### src/rtl/oam_dma_if.sv
// ---------------------------------------------------------------------------
// oam_dma_if -- bus bundle for the sprite OAM DMA engine.
//
// Groups the CPU-side request signals, the arbitrated system bus, the bus
// read-return path and the OAM write port. Clock and reset are not part of
// the bundle.
//
// Modports
//   master : the DMA engine's view (consumes cpu_*, bus_data_*; drives bus_*,
//            oam_*, cpu_halt_o, busy_o)
//   slave  : the surrounding system's view (the mirror image)
// ---------------------------------------------------------------------------
interface oam_dma_if;
    // CPU side
    logic        cpu_tick_i;
    logic [15:0] cpu_address_i;
    logic [7:0]  cpu_data_i;
    logic        cpu_write_i;
    logic        cpu_valid_i;
    logic        cpu_halt_o;
    // Arbitrated system bus
    logic [15:0] bus_address_o;
    logic [7:0]  bus_data_o;
    logic        bus_write_o;
    logic        bus_valid_o;
    // System bus read return
    logic [7:0]  bus_data_i;
    logic        bus_data_valid_i;
    // Sprite OAM write port
    logic [7:0]  oam_address_o;
    logic [7:0]  oam_data_o;
    logic        oam_write_o;
    // Status
    logic        busy_o;

    modport master (
        input  cpu_tick_i, cpu_address_i, cpu_data_i, cpu_write_i, cpu_valid_i,
        input  bus_data_i, bus_data_valid_i,
        output cpu_halt_o,
        output bus_address_o, bus_data_o, bus_write_o, bus_valid_o,
        output oam_address_o, oam_data_o, oam_write_o,
        output busy_o
    );

    modport slave (
        output cpu_tick_i, cpu_address_i, cpu_data_i, cpu_write_i, cpu_valid_i,
        output bus_data_i, bus_data_valid_i,
        input  cpu_halt_o,
        input  bus_address_o, bus_data_o, bus_write_o, bus_valid_o,
        input  oam_address_o, oam_data_o, oam_write_o,
        input  busy_o
    );
endinterface

### src/rtl/oam_dma.sv
// ---------------------------------------------------------------------------
// oam_dma -- sprite OAM DMA engine.
//
// A CPU write of a page number to DMA_REG_ADDR halts the CPU and copies the
// 256 bytes {page,8'h00}..{page,8'hFF} from the system bus into sprite OAM,
// one read tick plus one write tick per byte. While idle the system bus
// simply mirrors the CPU bus.
//
// Ports
//   clock_i          system clock
//   reset_i          synchronous, active-low reset
//   io (master)      oam_dma_if bundle: cpu_* request + tick, cpu_halt_o,
//                    bus_* arbitrated bus, bus_data_i/bus_data_valid_i read
//                    return, oam_* write port, busy_o
//
// Configuration
//   OAM_DMA_ALIGN_EN  when defined, a DMA whose HALT tick sees parity==1
//                     inserts one extra ALIGN tick before the first read.
//                     When undefined HALT always goes straight to READ.
// ---------------------------------------------------------------------------
module oam_dma #(
    parameter logic [15:0] DMA_REG_ADDR = 16'h4014
) (
    input  logic      clock_i,
    input  logic      reset_i,
    oam_dma_if.master io
);

    typedef enum logic [2:0] {
        ST_IDLE  = 3'd0,
        ST_HALT  = 3'd1,
        ST_ALIGN = 3'd2,
        ST_READ  = 3'd3,
        ST_WRITE = 3'd4
    } state_t;

    state_t      r_state;
    logic [7:0]  r_page;
    logic [7:0]  r_index;
    logic [7:0]  r_data;
    logic        r_parity;
    logic        r_captured;   // a byte has been latched during the current READ
    logic        r_busy;

    logic        w_trigger;
    logic        w_have_data;

    // DMA trigger: a ticked, valid CPU write to the DMA register
    assign w_trigger = io.cpu_tick_i & io.cpu_valid_i & io.cpu_write_i &
                       (io.cpu_address_i == DMA_REG_ADDR);

    // Data returned on the tick clock itself is good enough to leave READ
    assign w_have_data = r_captured | io.bus_data_valid_i;

    // Transfer sequencer, parity toggle and data latch
    always_ff @(posedge clock_i) begin
        if (!reset_i) begin
            r_state    <= ST_IDLE;
            r_page     <= 8'h00;
            r_index    <= 8'h00;
            r_data     <= 8'h00;
            r_parity   <= 1'b0;
            r_captured <= 1'b0;
            r_busy     <= 1'b0;
        end else begin
            if (io.cpu_tick_i) begin
                r_parity <= ~r_parity;
            end
            case (r_state)
                ST_IDLE: begin
                    if (w_trigger) begin
                        r_page     <= io.cpu_data_i;
                        r_index    <= 8'h00;
                        r_captured <= 1'b0;
                        r_busy     <= 1'b1;
                        r_state    <= ST_HALT;
                    end
                end
                ST_HALT: begin
                    if (io.cpu_tick_i) begin
`ifdef OAM_DMA_ALIGN_EN
                        // Odd-parity start needs one extra tick to line up
                        r_state <= r_parity ? ST_ALIGN : ST_READ;
`else
                        r_state <= ST_READ;
`endif
                    end
                end
                ST_ALIGN: begin
                    if (io.cpu_tick_i) begin
                        r_state <= ST_READ;
                    end
                end
                ST_READ: begin
                    // Capture on any clock, not only on ticks
                    if (io.bus_data_valid_i) begin
                        r_data     <= io.bus_data_i;
                        r_captured <= 1'b1;
                    end
                    if (io.cpu_tick_i && w_have_data) begin
                        r_state <= ST_WRITE;
                    end
                end
                ST_WRITE: begin
                    if (io.cpu_tick_i) begin
                        r_captured <= 1'b0;
                        if (r_index == 8'hFF) begin
                            r_busy  <= 1'b0;
                            r_state <= ST_IDLE;
                        end else begin
                            r_index <= r_index + 8'd1;
                            r_state <= ST_READ;
                        end
                    end
                end
                default: begin
                    r_busy  <= 1'b0;
                    r_state <= ST_IDLE;
                end
            endcase
        end
    end

    // Bus arbitration: CPU passthrough when idle, DMA read address in READ
    always_comb begin
        io.bus_address_o = 16'h0000;
        io.bus_data_o    = 8'h00;
        io.bus_write_o   = 1'b0;
        io.bus_valid_o   = 1'b0;
        if (r_state == ST_IDLE) begin
            io.bus_address_o = io.cpu_address_i;
            io.bus_data_o    = io.cpu_data_i;
            io.bus_write_o   = io.cpu_write_i;
            io.bus_valid_o   = io.cpu_valid_i;
        end else if (r_state == ST_READ) begin
            io.bus_address_o = {r_page, r_index};
            io.bus_valid_o   = 1'b1;
        end else begin
            io.bus_address_o = {r_page, r_index};
        end
    end

    // OAM write strobe is the WRITE-state tick itself, so it is one clock wide
    always_comb begin
        io.oam_address_o = r_index;
        io.oam_data_o    = r_data;
        if (r_state == ST_WRITE) begin
            io.oam_write_o = io.cpu_tick_i;
        end else begin
            io.oam_write_o = 1'b0;
        end
    end

    assign io.cpu_halt_o = r_busy;
    assign io.busy_o     = r_busy;

endmodule
### src/flat_wrapper.sv
// flat-port wrapper written by rule: the top's interface ports become plain ports
module oam_dma_flat 
#(
    parameter logic [15:0] DMA_REG_ADDR = 16'h4014
)
  (clock_i, reset_i, io_cpu_tick_i, io_cpu_address_i, io_cpu_data_i, io_cpu_write_i, io_cpu_valid_i, io_bus_data_i, io_bus_data_valid_i, io_cpu_halt_o, io_bus_address_o, io_bus_data_o, io_bus_write_o, io_bus_valid_o, io_oam_address_o, io_oam_data_o, io_oam_write_o, io_busy_o);
  oam_dma_if io_i ();
  input  logic clock_i;
  input  logic reset_i;
  input wire logic [$bits(io_i.cpu_tick_i)-1:0] io_cpu_tick_i;
  input wire logic [$bits(io_i.cpu_address_i)-1:0] io_cpu_address_i;
  input wire logic [$bits(io_i.cpu_data_i)-1:0] io_cpu_data_i;
  input wire logic [$bits(io_i.cpu_write_i)-1:0] io_cpu_write_i;
  input wire logic [$bits(io_i.cpu_valid_i)-1:0] io_cpu_valid_i;
  input wire logic [$bits(io_i.bus_data_i)-1:0] io_bus_data_i;
  input wire logic [$bits(io_i.bus_data_valid_i)-1:0] io_bus_data_valid_i;
  output wire logic [$bits(io_i.cpu_halt_o)-1:0] io_cpu_halt_o;
  output wire logic [$bits(io_i.bus_address_o)-1:0] io_bus_address_o;
  output wire logic [$bits(io_i.bus_data_o)-1:0] io_bus_data_o;
  output wire logic [$bits(io_i.bus_write_o)-1:0] io_bus_write_o;
  output wire logic [$bits(io_i.bus_valid_o)-1:0] io_bus_valid_o;
  output wire logic [$bits(io_i.oam_address_o)-1:0] io_oam_address_o;
  output wire logic [$bits(io_i.oam_data_o)-1:0] io_oam_data_o;
  output wire logic [$bits(io_i.oam_write_o)-1:0] io_oam_write_o;
  output wire logic [$bits(io_i.busy_o)-1:0] io_busy_o;
  assign io_i.cpu_tick_i = io_cpu_tick_i;
  assign io_i.cpu_address_i = io_cpu_address_i;
  assign io_i.cpu_data_i = io_cpu_data_i;
  assign io_i.cpu_write_i = io_cpu_write_i;
  assign io_i.cpu_valid_i = io_cpu_valid_i;
  assign io_i.bus_data_i = io_bus_data_i;
  assign io_i.bus_data_valid_i = io_bus_data_valid_i;
  assign io_cpu_halt_o = io_i.cpu_halt_o;
  assign io_bus_address_o = io_i.bus_address_o;
  assign io_bus_data_o = io_i.bus_data_o;
  assign io_bus_write_o = io_i.bus_write_o;
  assign io_bus_valid_o = io_i.bus_valid_o;
  assign io_oam_address_o = io_i.oam_address_o;
  assign io_oam_data_o = io_i.oam_data_o;
  assign io_oam_write_o = io_i.oam_write_o;
  assign io_busy_o = io_i.busy_o;
  oam_dma #(.DMA_REG_ADDR(DMA_REG_ADDR)) u_core (.clock_i(clock_i), .reset_i(reset_i), .io(io_i));
endmodule
### config.mk
export PLATFORM = sky130hd
export DESIGN_NAME = oam_dma_flat
export DESIGN_NICKNAME = d
export VERILOG_FILES = /design/src/rtl/oam_dma_if.sv /design/src/rtl/oam_dma.sv /design/src/flat_wrapper.sv
export SDC_FILE = /design/constraint.sdc
export NUM_CORES = 1
export LEC_CHECK = 0
export ABC_AREA = 1
export BUFFER_PORTS_ARGS = -buffer_cell sky130_fd_sc_hd__buf_2
export CORE_ASPECT_RATIO = 1.4
export CORE_MARGIN = 8
export CORE_UTILIZATION = 47
export CTS_CLUSTER_DIAMETER = 200
export DETAILED_ROUTE_END_ITERATION = 12
export PLACE_DENSITY_LB_ADDON = 0.3
export SKIP_LAST_GASP = 1
export SYNTH_ARGS = -nofsm -noshare
export SYNTH_HDL_FRONTEND = slang
export SYNTH_SLANG_ARGS = --single-unit
### constraint.sdc
create_clock -name clock_i -period 1.6 [get_ports clock_i]
set_clock_uncertainty 0.1 [all_clocks]
set_input_delay 0.32 -clock clock_i [delete_from_list [all_inputs] [get_ports clock_i]]
set_output_delay 0.32 -clock clock_i [all_outputs]
set_load 0.01 [all_outputs]
# Yosys cells after proc, flatten, opt, wreduce, memory -nomap -nowiden
# Index checks and enable logic that the tools add are counted.
dict set report totals {
  reg_bits 29
  out_inout_bits 45
  in_bits 38
  elab_cells 61
}
dict set report op_classes {
  n_eq_ne 13
  n_addsub 1
  mux 24
  n_bitwise 5
  n_reduce_logical 12
}
# cell n
set op_table {}
lappend op_table {{two-way mux 8 bit} 4}
lappend op_table {{== test 16 x 15 -> 1 bit (second input constant)} 1}
lappend op_table {{two-way mux 16 bit} 1}
lappend op_table {{one-hot mux 8 bit (2 select lines)} 1}
lappend op_table {{AND reduction 4 bit} 4}
lappend op_table {{two-way mux 3 bit} 4}
lappend op_table {{one-hot mux 3 bit (4 select lines)} 1}
lappend op_table {{two-way mux 1 bit} 10}
lappend op_table {{adder 8 x 1 -> 8 bit (second input constant)} 1}
lappend op_table {{== test 8 bit (second input constant)} 1}
lappend op_table {{!= test 2 x 1 -> 1 bit (second input constant)} 4}
lappend op_table {{== test 3 x 2 -> 1 bit (second input constant)} 2}
lappend op_table {{!= test 2 bit (second input constant)} 3}
lappend op_table {{one-hot mux 1 bit (3 select lines)} 2}
lappend op_table {{AND reduction 2 bit} 2}
lappend op_table {{bitwise AND 1 bit} 3}
lappend op_table {{== test 3 x 1 -> 1 bit (second input constant)} 1}
lappend op_table {{== test 3 bit (second input constant)} 1}
lappend op_table {{zero test 3 bit} 1}
lappend op_table {{nonzero test 3 bit} 1}
lappend op_table {{OR reduction 3 bit} 1}
lappend op_table {{two-way mux 2 bit} 1}
lappend op_table {{nonzero test 2 bit} 1}
lappend op_table {{OR reduction 2 bit} 1}
lappend op_table {{3 further kinds} 3}

# Logic depth before layout (Yosys ltp)
dict set report depth {
  word_depth 5
  mapped_depth 10
  ltp_nobuf 10
}

# Least setup slack after synthesis
# Ideal clock, no wire load.
dict set report synth_timing {
  path_type {register to register}
  start {register u_core.r_index[1] (netlist: u_core.io.oam_address_o[1])}
  end {register u_core.r_index[0] (netlist: u_core.io.oam_address_o[0])}
  path_slack_ns 0.045
  setup_ns 0.114
  path_stages_with_launch 11
  n_path_buf 0
  synth_period_minus_slack_ns 1.555
  required_time_ns 1.386
  t_arrival_ns 1.341
  cell_sequence {dfxtp_1 ha_1 nand2_2 nor2_4 nand3b_4 nand2_2 nand2_4 nand3_4 nand2_1 nand2_1 nor2_1}
}
dict set report synth_via {
  elab_chain_len 3
}
# item line
set synth_rtl {}
lappend synth_rtl {{start: declaration} oam_dma.sv:39} ;# logic [7:0] r_index;
lappend synth_rtl {{start signal: assignment} oam_dma.sv:111} ;# r_index <= r_index + 8'd1;
lappend synth_rtl {{== test 8 bit} oam_dma.sv:107} ;# if (r_index == 8'hFF) begin
lappend synth_rtl {{!= test 2 bit (no source line)} -}
lappend synth_rtl {{AND reduction 4 bit (no source line)} -}
# No other way between the ends.
# A chain may end at the register's enable or synchronous reset.

# Worst setup path after layout
dict set report layout_timing {
  start {register u_core.r_state[0]}
  end {output port io_bus_address_o[4]}
}
dict set report layout_via {
  elab_chain_len 2
}
# item line
set layout_rtl {}
lappend layout_rtl {{start: declaration} oam_dma.sv:37} ;# state_t r_state;
lappend layout_rtl {{start signal: assignment} oam_dma.sv:58} ;# r_state <= ST_IDLE;
lappend layout_rtl {{start signal: assignment} oam_dma.sv:76} ;# r_state <= ST_HALT;
lappend layout_rtl {{start signal: assignment} oam_dma.sv:85} ;# r_state <= ST_READ;
lappend layout_rtl {{zero test 3 bit} oam_dma.sv:130} ;# if (r_state == ST_IDLE) begin
lappend layout_rtl {{two-way mux 16 bit} oam_dma.sv:130}
lappend layout_rtl {{end: declaration} flat_wrapper.sv:18} ;# output wire logic [$bits(io_i.bus_address_o)-1:0] io_bus_address_o;
# No other way between the ends.

==> results by group <==
Outcome
  • Outcome: finished, violations left
  • Failing checks: setup timing

CTS
  • H-tree depth: 2
  • Clk sinks: 29
  • Num CTS Buffers: 5
  • CTS root buf: clkbuf_8
  • Clock Tree Buf Depth: 2
  • CTS tree: yes
  • Worst-path clk slew: 0.07 ns
  • Skew-Pair Late Insertion Delay: 0.28 ns

Finish
  • Fill count: 352
  • Final nets: 425
  • Fraction of layout cells with a size suffix above 1: 37.98%
  • Fin util: 67.31%
  • Fin area: 2615 µm²
  • Number of diodes: 0
  • Area Growth Syn to Fin: 38.87%

Pwr
  • Power, Total: 3.744 mW
  • PwrDens: 1432 nW/µm²
  • P_leak: 1.367 nW
  • VDD IR max: 1.210 mV

STA
  • Pins over their slew limit: 0
  • Final hold vios: 0
  • Measured slew at the worst slew-check pin: 0.2899 ns
  • Setup slack after layout: -0.1515 ns
  • Crit path time final: 1.752 ns
  • Min Hold Slack: 0.1928 ns
  • Fmax: 570.9 MHz
  • Unrepaired setup endpoints after global routing: true
  • Final Cycle Share: 109.5%
  • Setup violators final: 27
  • Rel. slew slack: 80.60%

Floorplanning
  • Core ar.: 3885 µm²
  • Die Y: 90.90 µm
  • Die W: 69.50 µm
  • IO Pins: 83
  • Initial core utilization: 48.47%
  • Die area: 6317 µm²
  • Site Rows: 27

Yosys
  • Post-synth top area cell: dfxtp_1
  • Syn Nets: 327
  • Distinct cells, synth: 29
  • Cell area after technology mapping: 1883 µm²
  • Synth Register Bits: 29
  • Mean area per synthesized cell: 6.538 µm²
  • Cells after synthesis: 288
  • Synth warn: 0
  • Sequential element share of the synthesized area: 30.83%
  • Top cell type's share of synthesized area: 30.83%
  • Top cells by area, synth: dfxtp_1, nand2_1, inv_1

Drt
  • DR vias: 2,133
  • Drt total wl: 5517 µm
  • TritonRoute pass-1 iters: 4
  • Iter 0 DRT Violations: 62
  • Routed wire per std cell: 12.83 µm
  • Vias per cell: 4.960
  • Drt drc: 0
  • Antenna Violating Nets Remaining: 0

Global route
  • Largest net degree at the start of global routing: 25
  • Total GRT Usage: 17.11%
  • Vias in the first global route: 2,158
  • Initial antenna violation count: 0
  • Global-route wire length before repair: 9232 µm
  • GRT overflow: 0

Min path
  • Hold Crit Class: in -> reg
  • Hold path cells: 3
  • Hold Crit Start: io_cpu_data_i[3]

Setup path
  • R2R cell count: 9
  • Worst path slowest cell: dfxtp_2
  • WP depth: 5
  • Startpoint Class: flop
  • Crit Path Max Fanout: 19
  • Worst Setup SP: u_core.r_state[0]$_SDFFE_PN0P_
  • Reg-to-reg startpoint: u_core.r_state[0]$_SDFFE_PN0P_
  • Crit end category: primary output
  • Req. time, crit path: 1.18 ns
  • Worst path max stage delay: 0.34 ns
  • Critical path buffers and inverters: 2
  • Crit-path leading delay family: flip-flops
  • CP Cell Sequence: nor2_4, nand2_4, buf_12, o21ai_1, buf_2
  • Crit Path Class: reg -> out
  • Worst endpoint data arrival time: 1.33 ns

Placed design
  • IO buf count: 82
  • Gpl congestion: 0.8653
  • Cell Area, Placed: 2394 µm²
  • DP HPWL: 4324 µm
  • Post-Place Worst Slack: -0.04776 ns

Run
  • Max_cap viols: 0
-- tightest hold or removal path, cell delays in order --
cell and delay (ns):
buf_2 0.09, o21ai_2 0.05, nor2_1 0.07
-- routing by layer --
| metal | routed length, µm | global-route usage (%) | vias to the layer above |
|---|---|---|---|
| met5 | 0 | 0 | - |
| met4 | 83 | 6.861 | 0 |
| met3 | 460 | 6.051 | 8 |
| met2 | 2925 | 31.30 | 71 |
| met1 | 2046 | 16.87 | 942 |
| li1 | - | - | 1112 |
-- final timing paths --
kind / end / slack, ns
min: u_core.r_page[3]$_SDFFE_PN0P_ / 0.19
max: io_bus_address_o[4] / -0.15
min reg2reg: u_core.io.oam_data_o[7]$_SDFFE_PN0P_ / 0.34
max reg2reg: u_core.io.oam_address_o[4]$_SDFFE_PN0P_ / 0.07
-- power breakdown --
part	internal [mW]	switching, mW	leakage [nW]
Combinational	0.806	1.29	1.08
Sequential	0.808	0.0591	0.236
Clock	0.466	0.318	0.0543
Total	2.08	1.66	1.37
-- per-stage QoR --
| step | std cells | setup TNS [ns] |
|---|---|---|
| after floorplan | 288 | 0 |
| after global placement | 418 | -0.02865 |
| after detailed placement | 418 | -0.08000 |
| after CTS | 428 | -2.606 |
| after global routing | 430 | -4.088 |
| final | 430 | -2.475 |
-- layout make-up --
class	count	area, µm²	share of cell area, %
Clock inverter	3	46.29	1.770
Multi-Input combinational cell	201	1091	41.72
Sequential cell	29	585.6	22.39
Clock buffer	5	68.82	2.632
Timing Repair Buffer	100	568.0	21.72
Inverter	49	201.4	7.703
Tap cell	43	53.80	2.057
-- registers in the layout, indices dropped and copies added, names as in the netlist --
name,count
u_core.io.busy_o,1
u_core.io.oam_address_o,8
u_core.io.oam_data_o,8
u_core.r_captured,1
u_core.r_page,8
u_core.r_state,3
-- Yosys cell counts --
| library cell | instances |
|---|---|
| xor2_1 | 1 |
| a21oi_2 | 2 |
| inv_6 | 1 |
| or2_2 | 2 |
| nand2_2 | 2 |
| inv_2 | 1 |
| clkbuf_1 | 4 |
| o21ai_0 | 30 |
| nand3_4 | 1 |
| nand2_1 | 60 |
| nand2_4 | 5 |
| dfxtp_1 | 29 |
| o21bai_1 | 2 |
| nand4_4 | 1 |
| inv_4 | 1 |
| nor2_4 | 2 |
| nand3b_4 | 1 |
| buf_2 | 2 |
| nor2_2 | 3 |
| ha_1 | 1 |
| nand4_1 | 11 |
| nand3_2 | 2 |
| inv_1 | 46 |
| buf_4 | 2 |
| a21oi_1 | 19 |
| buf_6 | 3 |
| nand3_1 | 12 |
| nor2_1 | 37 |
| o21ai_2 | 5 |
-- cell usage in the layout, fill, tap and decap left out, types with 4 or more instances in the layout --
cell type / Yosys / routed
inv_1: 46 / 45
nand2_1: 60 / 60
buf_4: 2 / 16
buf_2: 2 / 81
o21ai_0: 30 / 22
nand2_4: 5 / 5
nor2_1: 37 / 36
o21ai_1: 0 / 8
o21ai_2: 5 / 5
clkbuf_8: 0 / 5
a21oi_1: 19 / 18
nand3_1: 12 / 12
dfxtp_1: 29 / 25
nand4_1: 11 / 11
dfxtp_2: 0 / 4
-- what timing repair did --
action / CTS / global route
hold buffers: 0 / 0
endpoints found under the setup margin: 29 / 41
pin swaps: 2 / 8
resized for setup: 15 / 14
buffers inserted: 2 / 1
gates cloned: 0 / 2
-- logic make-up after synthesis --
family	count (synthesis)	synth area share (%)
flops	29	30.83
fa+ha+maj	1	0.6643
simple gates	139	36.88
buf+inv	60	14.09
compound gates	58	17.08
xor+xnor	1	0.4652
(Power assumes the default switching activity.)
